File: src/rtl/seq_restoring_divider.sv
// seq_restoring_divider: iterative unsigned restoring divider (start -> A,B sampled; width iterations; done pulses with Q,R,div_zero)
module seq_restoring_divider #(
  parameter int width = 8
) (
  input  logic             clk,
  input  logic             rst,
  input  logic             start,
  input  logic [width-1:0] A,
  input  logic [width-1:0] B,
  output logic [width-1:0] Q,
  output logic [width-1:0] R,
  output logic             busy,
  output logic             done,
  output logic             div_zero
);
  localparam int cw = $clog2(width + 1);
  localparam logic [1:0] idle = 2'd0;
  localparam logic [1:0] run  = 2'd1;
  localparam logic [1:0] fin  = 2'd2;
  logic [1:0]       state;
  logic [width:0]   rem, sh_rem, trial;
  logic [width-1:0] quo, dvs;
  logic [cw-1:0]    cnt;
  logic             dz;
  logic             accept, last;
  always_comb begin
    sh_rem = {rem[width-1:0], quo[width-1]};
    trial  = sh_rem - {1'b0, dvs};
    last   = cnt == cw'(width);
    accept = start && (state == idle || state == fin);
    busy   = state == run && !last;
    done   = state == fin;
  end
  always_ff @(posedge clk) begin
    if (rst) begin
      state    <= idle;
      rem      <= '0;
      quo      <= '0;
      dvs      <= '0;
      cnt      <= '0;
      dz       <= 1'b0;
      Q        <= '0;
      R        <= '0;
      div_zero <= 1'b0;
    end else if (accept) begin
      state <= run;
      rem   <= '0;
      quo   <= A;
      dvs   <= B;
      dz    <= B == '0;
      cnt   <= '0;
    end else if (state == run && last) begin
      state    <= fin;
      Q        <= quo;
      R        <= rem[width-1:0];
      div_zero <= dz;
    end else if (state == run) begin
      rem <= trial[width] ? sh_rem : trial;
      quo <= {quo[width-2:0], ~trial[width]};
      cnt <= cnt + cw'(1);
    end else if (state == fin) begin
      state <= idle;
    end
  end
endmodule

File: config.mk
export PLATFORM = sky130hd
export DESIGN_NAME = seq_restoring_divider
export DESIGN_NICKNAME = d
export VERILOG_FILES = /design/src/rtl/seq_restoring_divider.sv
export SDC_FILE = /design/constraint.sdc
export NUM_CORES = 1
export LEC_CHECK = 0
export CAP_MARGIN = 20
export CORE_ASPECT_RATIO = 0.75
export CORE_MARGIN = 2
export CORE_UTILIZATION = 57
export DETAILED_ROUTE_END_ITERATION = 8
export GPL_TIMING_DRIVEN = 0
export PLACE_DENSITY = 0.92
export REMOVE_ABC_BUFFERS = 1
export SLEW_MARGIN = 20
export SYNTH_ARGS = -nofsm -noshare
export SYNTH_HDL_FRONTEND = slang
export SYNTH_SLANG_ARGS = --single-unit
File: constraint.sdc
create_clock -name clk -period 4.05 [get_ports clk]
set_clock_uncertainty 0.05 [all_clocks]
set_input_delay 0.6075 -clock clk [delete_from_list [all_inputs] [get_ports clk]]
set_output_delay 0.6075 -clock clk [all_outputs]
set_load 0.01 [all_outputs]
# Word-level counts from Yosys, hierarchy flattened
# Index checks and enable logic that the tools add are counted.
dict set report word_totals {
  inputBits 19
  output_inout_bits 19
  register_bits 48
  wordCells 45
}
dict set report op_classes {
  bitwise 3
  eq_ne 6
  n_reduce_logical 16
  addsub 2
  n_mux 8
}
# operator count
set op_table {}
lappend op_table {{8-bit two-way mux} 4}
lappend op_table {{2-bit AND reduction} 5}
lappend op_table {{9-bit by 8-bit subtractor with 9-bit output} 1}
lappend op_table {{8-bit logical NOT} 1}
lappend op_table {{2-bit two-way mux} 3}
lappend op_table {{4-bit by 1-bit adder with 4-bit output, second input constant} 1}
lappend op_table {{4-bit equality test, second input constant} 1}
lappend op_table {{2-bit nonzero test} 2}
lappend op_table {{1-bit logical AND} 3}
lappend op_table {{3-bit by 2-bit != test with 1-bit output, second input constant} 1}
lappend op_table {{1-bit inverter} 3}
lappend op_table {{3-bit nonzero test} 1}
lappend op_table {{2-bit by 1-bit equality test with 1-bit output, second input constant} 1}
lappend op_table {{2-bit equality test, second input constant} 1}
lappend op_table {{2-bit logical NOT} 1}
lappend op_table {{2-bit by 1-bit != test with 1-bit output, second input constant} 1}
lappend op_table {{2-bit != test, second input constant} 1}
lappend op_table {{2-bit OR reduction} 1}
lappend op_table {{1-bit logical NOT} 1}
lappend op_table {{1-bit logical OR} 1}
lappend op_table {{1-bit two-way mux} 1}

# Longest topological paths before layout
# Gate-level depths: netlist of the first run.
dict set report depth {
  ltp_word 5
  mapped_depth 9
  ltp_nobuf 9
}

# Worst setup path after synthesis of the first run
# No wires, ideal clock.
dict set report synth_timing {
  path_type {reg-to-reg}
  from {register quo[7]}
  to {register rem[6]}
  path_stages_with_launch 10
  period_less_slack_ns 2.421
  required_time_ns 3.921
  path_buffers 0
  setup_ns 0.079
  setup_slack_ns 1.629
  t_arrival_ns 2.291
  path_cell_list {dfxtp_1 > inv_1 > ha_1 > fa_1 > nand2b_1 > a211oi_2 > mux2i_1 > nand2_1 > and3_1 > a211oi_2}
}
dict set report synth_via {
  elab_chain_len 2
}
# item line_no
set synth_rtl {}
lappend synth_rtl {{start: declaration} 22} ;# logic [width-1:0] quo, dvs;
lappend synth_rtl {{start signal: assignment} 59} ;# quo <= {quo[width-2:0], ~trial[width]};
lappend synth_rtl {{9-bit by 8-bit subtractor with 9-bit output} 28} ;# trial = sh_rem - {1'b0, dvs};
lappend synth_rtl {{8-bit two-way mux} 58} ;# rem <= trial[width] ? sh_rem : trial;
lappend synth_rtl {{end signal: assignment} 58}
lappend synth_rtl {{end: declaration} 21} ;# logic [width:0] rem, sh_rem, trial;
# No other way between the ends.
# A chain may end at the register's enable or synchronous reset.

# Worst setup path after layout of the first run
dict set report layout_timing {
  from {register cnt[0]}
  to {output port busy}
}
dict set report layout_via {
  elab_chain_len 3
}
# item line_no
set layout_rtl {}
lappend layout_rtl {{start: declaration} 23} ;# logic [cw-1:0] cnt;
lappend layout_rtl {{start signal: assignment} 60} ;# cnt <= cnt + cw'(1);
lappend layout_rtl {{4-bit equality test} 29} ;# last = cnt == cw'(width);
lappend layout_rtl {{1-bit logical NOT} 31} ;# busy = state == run && !last;
lappend layout_rtl {{1-bit logical AND} 31}
lappend layout_rtl {{end: declaration} 12} ;# output logic busy,
# No other way between the ends.

==> reports/results.ini, run 1 <==
[status]
outcome = completed

[clock_tree]
cts_max_level = 2
cts.repair_timing.setup_buffer_count = 0
cts.reportedPaths.clkPinSlew_ns = 0.09
clock_insertion_delay_at_the_later_pin_of_the_skew_report_ns = 0.30
cts_root_buffer = clkbuf_8
cts_resized = 0
cts_sinks = 48
cts_hold_repair.buffers = 0
tritoncts = yes
tritoncts.num_buffers = 5
cts_max_path_buffers = 2

[worst_setup_path]
path_max_fanout = 18
endpoint_kind = primary output
setup.worst_path.start_class = flop
critPathSlowestCell = clkdlybuf4s50_1
crit_path_dat_ns = 2.68
crit_required_ns = 3.39
critical_path_cell_sequence = inv_1 -> ha_1 -> nand2_1 -> or2_2 -> nand2_1 -> inv_1 -> clkdlybuf4s50_1
critical_path_class = reg -> out
critical_path.max_stage_delay_ns = 0.58

[placement]
gp_congestion = 0.919
numPortBuffers = 37
dp.cells = 378
dp.final_hpwl_um = 3610
dpl_cell_area_um2 = 2700

[floorplan]
fp.dieArea_um2 = 4580
core-area_um2 = 3980
die_width_um = 77.5
rows = 20
floorplan.die.height_um = 59.1
initial_utilization = 0.581
io_pins = 38

[power]
clock_power_share = 0.264
vdd_ir_drop_max_mv = 0.216
power.density_nw_per_um2 = 373
pwr-share-seq = 0.495
leakage_nw = 1.03
netSwitchingPower_mw = 0.320
p_comb_frac = 0.241
power_switching_share = 0.308
cell_internal_pwr_mw = 0.717
total_power_mw = 1.04

[grt]
pin_count_of_the_biggest_net_entering_global_routing = 39
antenna_violations_before_repair = 0
grt_use_total = 0.229
grt_first_pass_wirelength_um = 8270
first_global_vias = 1879
grt.overflow.total = 0

[logic_synthesis]
synth_cells = 298
post_synth_edffs = 0
netlist-cell-type-count = 44
synth.area.top_cells = dfxtp_1, nand2_1, a21oi_1
yosys-top-cells-count = nand2_1, dfxtp_1, a21oi_1
yosys_register_bits = 48
yosysWarningCount = 0
most_numerous_cell_in_the_yosys_netlist = nand2_1
yosys_most_used_dff = dfxtp_1
post-synth-top-area-fraction = 0.416
synth_largest_area_cell = dfxtp_1
ys_async_sr_fraction = 0
synth_area_um2 = 2310
synth.avg_cell_area_um2 = 7.75
ys_seq_area_frac = 0.416

[detailed_routing]
final_routed_wire_length_divided_by_cell_count_um = 12.8
routed-via-count = 2118
drt-met1-wl_um = 2520
detailroute.wirelength.met3_um = 245
drc = 0
via_per_inst = 5.50
ant_nets = 0
drt-initial-drc-count = 105
wl_um = 4950
drt_pre_antenna_iters = 4
routed-wl-met2_um = 2130
dr.max_layer_used = met4

[timing]
max_slew.worst_pin.slew_ns = 0.781
max_freq_ghz = 0.300
final_min_period_over_clock_period = 0.824
totalNegativeSetupSlack_ns = 0
finalHoldViolations = 0
rsz0062_at_grt = false
setup_viol = 0
timing.slew.headroom = 0.478
finalCriticalPeriod_ns = 3.34
report.final.slew_viol_count = 0

[worst_hold_path]
worst_hold_path_type = reg -> reg

[finish]
layout-area-overhead-vs-synth_pct = 20.2
nets = 360
share_of_cells_above_drive_strength_1 = 0.0576
layoutNonFillerInstCount = 385
design_area_um2 = 2780
n_antenna_cell = 0

[job]
cap_viol_max_count = 0

## worst max-delay path: cells and delay by family, from the launching register on
family / cells / cell delay, ns
adder cells (fa/ha/maj): 1 / 0.14
buffers and inverters: 3 / 1.05
flip-flops: 1 / 0.35
AND/OR/NAND/NOR: 3 / 0.83
## path summary, 6_finish.rpt
check | startpoint | slack, ns | cells after the start | endpoint
worst max-delay path | cnt[0] | 0.71 | 7 | busy
worst min-delay path | dvs[5] | 0.41 | 2 | dvs[5]
worst max register to register | quo[7] | 1.24 | 9 | rem[6]
worst min register to register | dvs[5] | 0.41 | 2 | dvs[5]
## stage by stage
stage | setup slack [ns] | util | hold WS, ns
after floorplan | 1.63 | - | 0.376
after global placement | 1.09 | 0.679 | 0.389
after detailed placement | 1.08 | 0.678 | 0.398
after CTS | 0.744 | 0.698 | 0.410
after global routing | 0.568 | 0.698 | 0.428
final | 0.714 | 0.698 | 0.407
## layout by cell type, fill, tap and decap left out, types with 2 or more instances in the layout
cell type | synthesis | layout
nand2_1 | 63 | 63
dfxtp_1 | 48 | 48
a21oi_1 | 40 | 40
clkdlybuf4s50_1 | 0 | 36
nor2_1 | 33 | 33
inv_1 | 14 | 14
o21ai_0 | 10 | 10
ha_1 | 10 | 10
nor4_1 | 9 | 9
nand2b_1 | 6 | 6
nand3_1 | 6 | 6
nor2b_1 | 5 | 5
nor3_1 | 5 | 5
clkbuf_8 | 0 | 5
xnor2_1 | 3 | 3
xor2_1 | 3 | 3
a211oi_2 | 2 | 2
mux2i_1 | 2 | 2
a2111oi_0 | 2 | 2
and3_1 | 2 | 2
## logic make-up (layout without fill, tap and decap cells)
logic type,count (synthesis),after routing,share of synthesized area
AOI/OAI and AO/OA,67,67,0.177
muxes,2,2,0.00866
buffers and inverters,26,58,0.0439
xor gates and xnor gates,6,6,0.0227
DFF,48,48,0.416
adders and majority gates,11,11,0.0628
and+or+nand+nor,138,138,0.269
## flip-flops by register name, summed over array words and instances (netlist names)
signal / cells
cnt: 4
state: 2
R: 8
div_zero: 1
quo: 8
rem: 8
dz: 1
dvs: 8
Q: 8
## power by group through the flow
| stage | logic (mW) | registers [mW] | clock network, mW |
|---|---|---|---|
| CTS | 0.247 | 0.512 | 0.277 |
| finish | 0.250 | 0.513 | 0.274 |
| global route | 0.275 | 0.516 | 0.297 |
| detailed placement | 0.245 | 0.523 | 0 |
| floorplan | 0.180 | 0.517 | 0 |
| global placement | 0.237 | 0.522 | 0 |
## final cells by class
cell class              count  area, um^2
clock buffers               5        68.8
clock inverters             2        12.5
fillers                   338        1200
inverters                  14        52.6
multi-input cells         224        1250
flip-flops and latches     48         961
well taps                  55        68.8
repair buffers             37         365
## layer usage
layer | up-vias | global-route usage
met5 | - | 0
met4 | 0 | 0.0663
met3 | 8 | 0.0488
met2 | 62 | 0.368
met1 | 969 | 0.315
li1 | 1079 | -
No activity file was read; power rests on OpenSTA's default activity.
==> inputs of run 2 (changes only) <==
--- a/config.mk
+++ b/config.mk
@@ -8,10 +8,10 @@
 export CAP_MARGIN = 20
 export CORE_ASPECT_RATIO = 0.75
 export CORE_MARGIN = 2
-export CORE_UTILIZATION = 57
+export CORE_UTILIZATION = 53
 export DETAILED_ROUTE_END_ITERATION = 8
 export GPL_TIMING_DRIVEN = 0
-export PLACE_DENSITY = 0.92
+export PLACE_DENSITY = 0.86
 export REMOVE_ABC_BUFFERS = 1
 export SLEW_MARGIN = 20
 export SYNTH_ARGS = -nofsm -noshare
==> constraint.sdc (replaced) <==
create_clock -name clk -period 3.3 [get_ports clk]
set_clock_uncertainty 0.05 [all_clocks]
set_input_delay 0.495 -clock clk [delete_from_list [all_inputs] [get_ports clk]]
set_output_delay 0.495 -clock clk [all_outputs]
set_load 0.01 [all_outputs]
==> run 2 against run 1 <==
Compared with the run above: combinational power up 20%; critical path depth did not move; count of clock-buffer cells in the layout unchanged; sequential power is 22% higher; final area is 0.23% higher.
==> reports/results.ini, run 2 (synthesis results as in run 1) <==
[status]
outcome = completed

[worst_setup_path]
critPathCapture = busy
crit_required_ns = 2.75
setup.worst_path.start_class = flop
reg2reg_depth = 9
path_max_fanout = 18
crit_path_dat_ns = 2.46
reg2reg_setup_slack_ns = 0.54
critical_path_cell_sequence = inv_1 -> ha_1 -> nand2_1 -> or2_2 -> nand2_2 -> clkinvlp_4 -> clkdlybuf4s50_1
endpoint_kind = primary output
critical_path.max_stage_delay_ns = 0.57
critical_path.startpoint = cnt[0]
worst_r2r_startpoint = quo[7]
critical_path_class = reg -> out
worstReg2RegEnd = rem[6]
critPathSlowestCell = clkdlybuf4s50_1

[floorplan]
initial_utilization = 0.560
die_width_um = 80.2
core-area_um2 = 4130
io_pins = 38
floorplan.die.height_um = 61.2
rows = 20
fp.dieArea_um2 = 4910

[grt]
first_global_vias = 1842
pin_count_of_the_biggest_net_entering_global_routing = 39
grt.overflow.total = 0
antenna_violations_before_repair = 0
grt_first_pass_wirelength_um = 8090
grt_use_total = 0.209

[finish]
final_layout_fill_cell_count = 367
share_of_cells_above_drive_strength_1 = 0.0636
seq_area_um2 = 961
design_area_um2 = 2780
nets = 360
mostFrequentLayoutCells = nand2_1, dfxtp_1, a21oi_1
mostFrequentLayoutCell = nand2_1
layout-area-overhead-vs-synth_pct = 20.5
n_antenna_cell = 0
multiInputGateArea_um2 = 1250

[clock_tree]
cts_hold_repair.buffers = 0
clock_insertion_delay_at_the_later_pin_of_the_skew_report_ns = 0.29
cts_sinks = 48
tritoncts = yes
cts.reportedPaths.clkPinSlew_ns = 0.08
cts_max_path_buffers = 2
cts_max_level = 2
cts_root_buffer = clkbuf_8
tritoncts.num_buffers = 5

[timing]
max_slew.worst_pin.slew_ns = 0.777
final_min_period_over_clock_period = 0.912
report.final.slew_viol_count = 0
rsz0062_at_grt = false
timing.slew.headroom = 0.481
totalNegativeSetupSlack_ns = 0
max_freq_ghz = 0.332
finalHoldViolations = 0
setup_viol = 0
finalCriticalPeriod_ns = 3.01

[power]
leakage_nw = 1.02
vdd_ir_drop_max_mv = 0.270
power.density_nw_per_um2 = 453

[detailed_routing]
via_per_inst = 5.38
ant_nets = 0
routed-via-count = 2072
drc = 0
drt_pre_antenna_iters = 4
wl_um = 4860
final_routed_wire_length_divided_by_cell_count_um = 12.6
drt-initial-drc-count = 167

[worst_hold_path]
worst_hold_path_type = reg -> reg
hold_path_depth = 2

[placement]
gp_congestion = 0.926
dpl_cell_area_um2 = 2700
numPortBuffers = 37
dp.final_hpwl_um = 3490

[job]
cap_viol_max_count = 0

[run 2: cell types whose count changed in the layout (fill, tap and decap cells not counted), sizes merged]
| cell | change |
|---|---|
| inv | -1 |
| clkinvlp | +1 |
[run 2: power by group]
part	internal [mW]	leakage, nW	total [mW]	switching, mW
sequential	0.605	0.391	0.628	0.0237
combinational	0.131	0.592	0.301	0.170
clock	0.144	0.0400	0.332	0.189
total	0.880	1.02	1.26	0.382
[run 2: final cells by class]
cell class / instances / share of cell area
multi-input cells: 224 / 0.449
flip-flops and latches: 48 / 0.345
repair buffers: 37 / 0.131
clock buffers: 5 / 0.0247
well taps: 55 / 0.0247
inverters: 14 / 0.0202
clock inverters: 2 / 0.00449
[run 2: repair_timing]
action / 4_1_cts / 5_1_grt
hold endpoints to repair: 0 / 0
endpoints found under the setup margin: 0 / 1
setup buffers: 0 / 0
resized for setup: 0 / 2
[run 2: worst max-delay path, delay by kind of cell, from the launching register on]
| kind | cells | cell delay (ns) |
|---|---|---|
| and+or+nand+nor | 3 | 0.68 |
| buffers and inverters | 3 | 1.01 |
| DFF | 1 | 0.35 |
| adders and majority gates | 1 | 0.14 |
[run 2: routing by layer]
metal	part of all wire	global-route usage
met1	0.51	0.292
met2	0.42	0.344
met3	0.066	0.0425
met4	0.0056	0.0436
met5	0	0
[run 2: stage by stage]
stage	utilization	instances	hold slack (ns)	worst slack, ns	total power [mW]
detailed placement	0.653	378	0.397	0.417	0.936
global placement	0.654	378	0.392	0.421	0.933
CTS	0.673	385	0.409	0.0965	1.26
global route	0.674	385	0.426	0.137	1.33
finish	0.674	385	0.406	0.290	1.26
floorplan	-	286	0.376	0.879	0.855
[run 2: worst min path at each step]
stage | start | to | slack (ns)
finish | Q[1] | Q[1] | 0.41
floorplan | dz | div_zero | 0.38
CTS | Q[1] | Q[1] | 0.41
detailed placement | Q[1] | Q[1] | 0.40
global placement | Q[3] | Q[3] | 0.39
global route | dvs[4] | dvs[4] | 0.43
